### src/rtl/csa_mp_add_seq.sv
// Multi-precision add sequencer: streams NWORDS-word operands LSB-first through a single
// 32-bit carry-select adder. Define MP_ADD_SUB_EN to add the in_sub (A - B) port.
module csa_mp_add_seq #(
  parameter int unsigned NWORDS = 4,
  parameter int unsigned WORD_W = 32
) (
  input  logic                     clk,
  input  logic                     rst_n,
  input  logic                     in_valid,
  output logic                     in_ready,
  input  logic [NWORDS*WORD_W-1:0] in_a,
  input  logic [NWORDS*WORD_W-1:0] in_b,
  input  logic                     in_cin,
`ifdef MP_ADD_SUB_EN
  input  logic                     in_sub,
`endif
  output logic                     out_valid,
  input  logic                     out_ready,
  output logic [NWORDS*WORD_W-1:0] out_sum,
  output logic                     out_cout,
  output logic                     busy
);

  localparam int unsigned IdxW  = (NWORDS > 1) ? $clog2(NWORDS) : 1;
  localparam int unsigned OpW   = NWORDS * WORD_W;
  localparam int unsigned HalfW = WORD_W / 2;
  localparam logic [IdxW-1:0] LastIdx = IdxW'(NWORDS - 1);

  typedef enum logic [1:0] {StIdle, StRun, StDone} state_e;

  state_e          state_q, state_d;
  logic [OpW-1:0]  a_q, a_d, b_q, b_d, sum_q, sum_d;
  logic            carry_q, carry_d, cout_q, cout_d;
  logic [IdxW-1:0] idx_q, idx_d;
  logic            sub_q, sub_d;

  logic [WORD_W-1:0] a_word, b_word, b_eff, s_word;
  logic [HalfW:0]    lo_sum, hi_sum0, hi_sum1;
  logic              c_word;

  always_comb begin
    a_word = '0;
    b_word = '0;
    for (int i = 0; i < NWORDS; i++) begin
      if (idx_q == IdxW'(i)) begin
        a_word = a_q[i*WORD_W +: WORD_W];
        b_word = b_q[i*WORD_W +: WORD_W];
      end
    end
  end

  assign b_eff = sub_q ? ~b_word : b_word;

  // Carry-select: upper half is precomputed for both carries, lower-half carry picks one.
  assign lo_sum  = {1'b0, a_word[HalfW-1:0]} + {1'b0, b_eff[HalfW-1:0]}
                 + {{HalfW{1'b0}}, carry_q};
  assign hi_sum0 = {1'b0, a_word[WORD_W-1:HalfW]} + {1'b0, b_eff[WORD_W-1:HalfW]};
  assign hi_sum1 = {1'b0, a_word[WORD_W-1:HalfW]} + {1'b0, b_eff[WORD_W-1:HalfW]}
                 + {{HalfW{1'b0}}, 1'b1};
  assign s_word  = {lo_sum[HalfW] ? hi_sum1[HalfW-1:0] : hi_sum0[HalfW-1:0],
                    lo_sum[HalfW-1:0]};
  assign c_word  = lo_sum[HalfW] ? hi_sum1[HalfW] : hi_sum0[HalfW];

  always_comb begin
    state_d = state_q;
    a_d     = a_q;
    b_d     = b_q;
    sum_d   = sum_q;
    carry_d = carry_q;
    cout_d  = cout_q;
    idx_d   = idx_q;
    sub_d   = sub_q;
    unique case (state_q)
      StIdle: begin
        if (in_valid) begin
          a_d     = in_a;
          b_d     = in_b;
          idx_d   = '0;
          state_d = StRun;
`ifdef MP_ADD_SUB_EN
          sub_d   = in_sub;
          carry_d = in_sub ? 1'b1 : in_cin;
`else
          sub_d   = 1'b0;
          carry_d = in_cin;
`endif
        end
      end
      StRun: begin
        for (int i = 0; i < NWORDS; i++) begin
          if (idx_q == IdxW'(i)) sum_d[i*WORD_W +: WORD_W] = s_word;
        end
        carry_d = c_word;
        if (idx_q == LastIdx) begin
          cout_d  = c_word;
          state_d = StDone;
        end else begin
          idx_d = idx_q + IdxW'(1);
        end
      end
      StDone: begin
        if (out_ready) state_d = StIdle;
      end
      default: state_d = StIdle;
    endcase
  end

  always_ff @(posedge clk or negedge rst_n) begin
    if (!rst_n) begin
      state_q <= StIdle;
      a_q     <= '0;
      b_q     <= '0;
      sum_q   <= '0;
      carry_q <= 1'b0;
      cout_q  <= 1'b0;
      idx_q   <= '0;
      sub_q   <= 1'b0;
    end else begin
      state_q <= state_d;
      a_q     <= a_d;
      b_q     <= b_d;
      sum_q   <= sum_d;
      carry_q <= carry_d;
      cout_q  <= cout_d;
      idx_q   <= idx_d;
      sub_q   <= sub_d;
    end
  end

  assign in_ready  = (state_q == StIdle);
  assign out_valid = (state_q == StDone);
  assign busy      = (state_q != StIdle);
  assign out_sum   = sum_q;
  assign out_cout  = cout_q;

endmodule

### config.mk
export PLATFORM = sky130hd
export DESIGN_NAME = csa_mp_add_seq
export DESIGN_NICKNAME = d
export VERILOG_FILES = /design/src/rtl/csa_mp_add_seq.sv
export SDC_FILE = /design/constraint.sdc
export NUM_CORES = 1
export LEC_CHECK = 0
export ABC_AREA = 1
export BUFFER_PORTS_ARGS = -buffer_cell sky130_fd_sc_hd__buf_4
export CAP_MARGIN = 0
export CELL_PAD_IN_SITES_DETAIL_PLACEMENT = 1
export CELL_PAD_IN_SITES_GLOBAL_PLACEMENT = 1
export CORE_ASPECT_RATIO = 0.8
export CORE_MARGIN = 2
export CORE_UTILIZATION = 43
export CTS_CLUSTER_SIZE = 28
export DETAILED_ROUTE_END_ITERATION = 10
export GPL_TIMING_DRIVEN = 0
export PLACE_DENSITY = 0.95
export SLEW_MARGIN = 20
export SYNTH_ARGS = -nofsm -noshare
export SYNTH_HDL_FRONTEND = slang
export SYNTH_SLANG_ARGS = --single-unit
### constraint.sdc
create_clock -name clk -period 11.2 [get_ports clk]
set_clock_uncertainty 0.05 [all_clocks]
set_input_delay 3.36 -clock clk [delete_from_list [all_inputs] [get_ports clk]]
set_output_delay 3.36 -clock clk [all_outputs]
set_load 0.05 [all_outputs]
==> summary.txt <==
GRT
  • Global route overflow: 0
  • Number of global-route vias before repair: 20000
  • Met1 Usage GRT: 42.4%
  • Initial antenna violation count: 2
  • First-pass GRT wire length: 115 mm
  • Gr usage total: 33.6%
  • M3 GR Usage: 8.27%
  • GR Util met2: 55.4%
  • Gr busiest metal: met2
  • Largest net degree at the start of global routing: 105

Floorplanning
  • Die width: 236 µm
  • Core ar.: 0.0428 mm²
  • IO Pins: 393
  • Total die area: 0.0448 mm²
  • Placement row count: 68
  • Die Span Y: 190 µm
  • Initial core utilization: 43.3%

Critical path
  • CP max FO: 10
  • R2r endpoint: out_sum[50]$_DFFE_PN0P_
  • Crit path DAT: 6.31 ns
  • Worst reg2reg path depth: 20
  • Cell mode on critical path: nand2_1
  • Highest-delay cell along the critical path: xor2_1
  • Kind of critical path: reg2reg
  • CP Cell Sequence: inv_1 -> ha_1 -> clkbuf_1 -> inv_1 -> clkbuf_1 -> clkbuf_1 -> nand2_1 -> o21ai_0 -> a21oi_1 -> fa_1 -> inv_1 -> fa_1 -> o21ai_1 -> nand3_1 -> nand2_1 -> a21oi_4 -> nor2_1 -> xor2_1 -> nand2_1 -> nand2_1
  • R2R Setup Slk: 5.31 ns
  • Crit path max-delay family: buffers and inverters
  • Critical Path Source Type: register
  • Setup crit end kind: register
  • Cell count along the critical path: 20
  • Worst path max stage delay: 0.64 ns
  • WP data required: 11.62 ns
  • Worst r2r src: idx_q[0]$_DFFE_PN0P_
  • Worst Path Buf+Inv: 6

Job
  • Max-cap check violation count: 0

Placed design
  • Placed instance area: 0.0223 mm²
  • GPL Wtd Cong: 0.919
  • IO buf count: 392
  • Detailed Place HPWL: 57.3 mm

Synthesis
  • Synth top area cells: dfrtp_1 (53%), nand2_1 (24%), o21ai_0 (3.5%)
  • Post-Synthesis Cells: 2358
  • XOR/XNOR Fraction of Synth Area: 1.11%
  • Syn Area/Cell: 7.86 µm²
  • Post-synth top cells: nand2_1 (1172), dfrtp_1 (390), o21ai_0 (131)
  • Post-synth top area cell: dfrtp_1
  • Ys flop type: dfrtp_1
  • Syn_nets: 2658
  • Synth Warn #: 0
  • Combinational family with the most area after synthesis: simple AND/OR/NAND/NOR gates
  • Yosys cell types: 44
  • Post-synthesis sequential area ratio: 52.7%
  • Async set-or-reset flop fraction in the synthesized netlist: 100%
  • Most frequent cell after synthesis: nand2_1
  • Share of the synthesized area in the top cell type: 52.7%
  • Netlist Area Pre-Place: 0.0185 mm²
  • Mux share of post-synthesis cell area: 0.0540%
  • Adder-Cell Fraction of Synth Area: 2.75%
  • FF+latch count, synth: 390
  • Post-synth EDFFs: 0
  • Synth Area in Compound Gates: 9.95%
  • Post-Synth Simple-Gate Area: 29.1%

Timing
  • Worst Max-Slew Pin Slew: 1.15 ns
  • Fin crit share: 52.6%
  • TNS Setup: 0 ns
  • Tmin final: 5.89 ns
  • Rel. slew slack: 23.6%
  • Final Slew Violations: 0
  • Final setup fails: 0
  • Peak Freq: 0.170 GHz
  • RSZ-0062 raised after global routing: false
  • Hold Fails Final Rpt: 0

Layout
  • Area taken by multi-input logic gates: 0.00796 mm²
  • Register area: 0.00976 mm²
  • Fraction of layout cells with a size suffix above 1: 18.1%
  • Fill cells: 5263
  • Post-Layout Inst Area: 0.0236 mm²
  • Layout area overhead: 27.5%
  • Number of nets in the layout: 3098

Clocking
  • Post-cts resize count: 0
  • Root buf cell: clkbuf_16
  • Clk slew on worst S/H paths: 0.07 ns
  • TritonCTS buffer count: 41
  • TritonCTS clock tree: done
  • H-tree levels: 2
  • Worst-Skew Late Latency: 0.55 ns
  • Sink Count: 390
  • Max clock buf depth: 3
  • Cts hold-fix bufs: 0
  • Post-CTS Setup Repair Bufs: 0

Route
  • Post-Route WL: 75.7 mm
  • Initial DRC Count: 1489
  • Pre-Repair DR Iteration Count: 5
  • Drc violations: 0
  • Via count: 18600
  • Vias per Instance: 5.50
  • Routed WL per cell: 22.3 µm
  • DRT antenna net count: 0

Worst hold path
  • Worst min-delay path category: reg2reg
  • Hold endpoint: a_q[95]$_DFFE_PN0P_
  • Worst hold stages: 2
  • Hold path startpoint: a_q[95]$_DFFE_PN0P_

Outcome
  • Status: completed
-- area by class of cell --
type	count	share of cell area, %
antenna	2	0.0212
buffer	122	1.94
clock buffer	56	4.92
clock inverter	14	0.667
inverter	94	1.49
multi-input combinational	1752	33.7
sequential	390	41.3
tap	560	2.96
timing repair buffer	397	13.0
-- per-stage QoR --
stage | setup WS (ns) | cells | util, % | hold WS [ns]
floorplan | 6.21 | 2358 | - | 0.394
global placement | 3.06 | 3310 | 51.8 | 0.407
detailed placement | 5.50 | 3315 | 52.1 | 0.413
CTS | 5.36 | 3385 | 55.2 | 0.429
global route | 5.00 | 3385 | 55.2 | 0.445
finish | 5.31 | 3387 | 55.2 | 0.428
-- routing by layer --
layer / part of all wire, % / wire, µm / up-vias
met5: 0 / 0 / -
met4: 4.5 / 3410 / 0
met3: 8.4 / 6380 / 219
met2: 47 / 35400 / 813
met1: 40 / 30500 / 9243
li1: - / - / 8347
-- how the worst max path moves through the flow --
stage,from,slack (ns),endpoint
2_1_floorplan,state_q[0]$_DFFE_PN0P_,6.21,busy
3_3_place_gp,rst_n,3.06,a_q[11]$_DFFE_PN0P_
3_5_place_dp,idx_q[0]$_DFFE_PN0P_,5.50,out_sum[50]$_DFFE_PN0P_
4_1_cts,idx_q[1]$_DFFE_PN0P_,5.36,out_sum[89]$_DFFE_PN0P_
5_1_grt,idx_q[1]$_DFFE_PN0P_,5.00,out_sum[114]$_DFFE_PN0P_
6_report,idx_q[0]$_DFFE_PN0P_,5.31,out_sum[50]$_DFFE_PN0P_
-- cells in the final DEF (no fill, tap or decap), types with 7 or more instances in the layout --
cell type	n
nand2_2	15
nand3_1	63
a22oi_1	42
inv_1	85
o21ai_1	16
buf_4	391
clkinv_2	7
nor2_1	88
clkbuf_16	41
inv_2	7
ha_1	36
a22o_1	17
clkbuf_8	8
nand3_2	8
xor2_1	11
clkbuf_1	125
o21ai_0	131
nand2_1	1172
a21oi_1	98
dfrtp_1	390
xnor2_1	7
-- registers in the layout (all words and copies together), names as in the netlist --
signal    cells
b_q         128
out_sum     128
out_cout      1
a_q         128
idx_q         2
carry_q       1
state_q       2
-- logic make-up (layout without fill, tap and decap cells) --
kind of cell    after synthesis  in the layout
buf+inv                     216            683
fa+ha+maj                    39             39
compound gates              321            321
other cells                   0              2
mux                           1              1
simple gates               1370           1370
xor+xnor                     21             21
flops                       390            390
-- worst min-delay path: stages, from the launching register on --
cell and delay, ns:
dfrtp_1 0.34, nand2_1 0.06, nand2_1 0.05
Power is not shown: default switching activity piles up to over one toggle a cycle in this logic, so the estimate is an artifact.
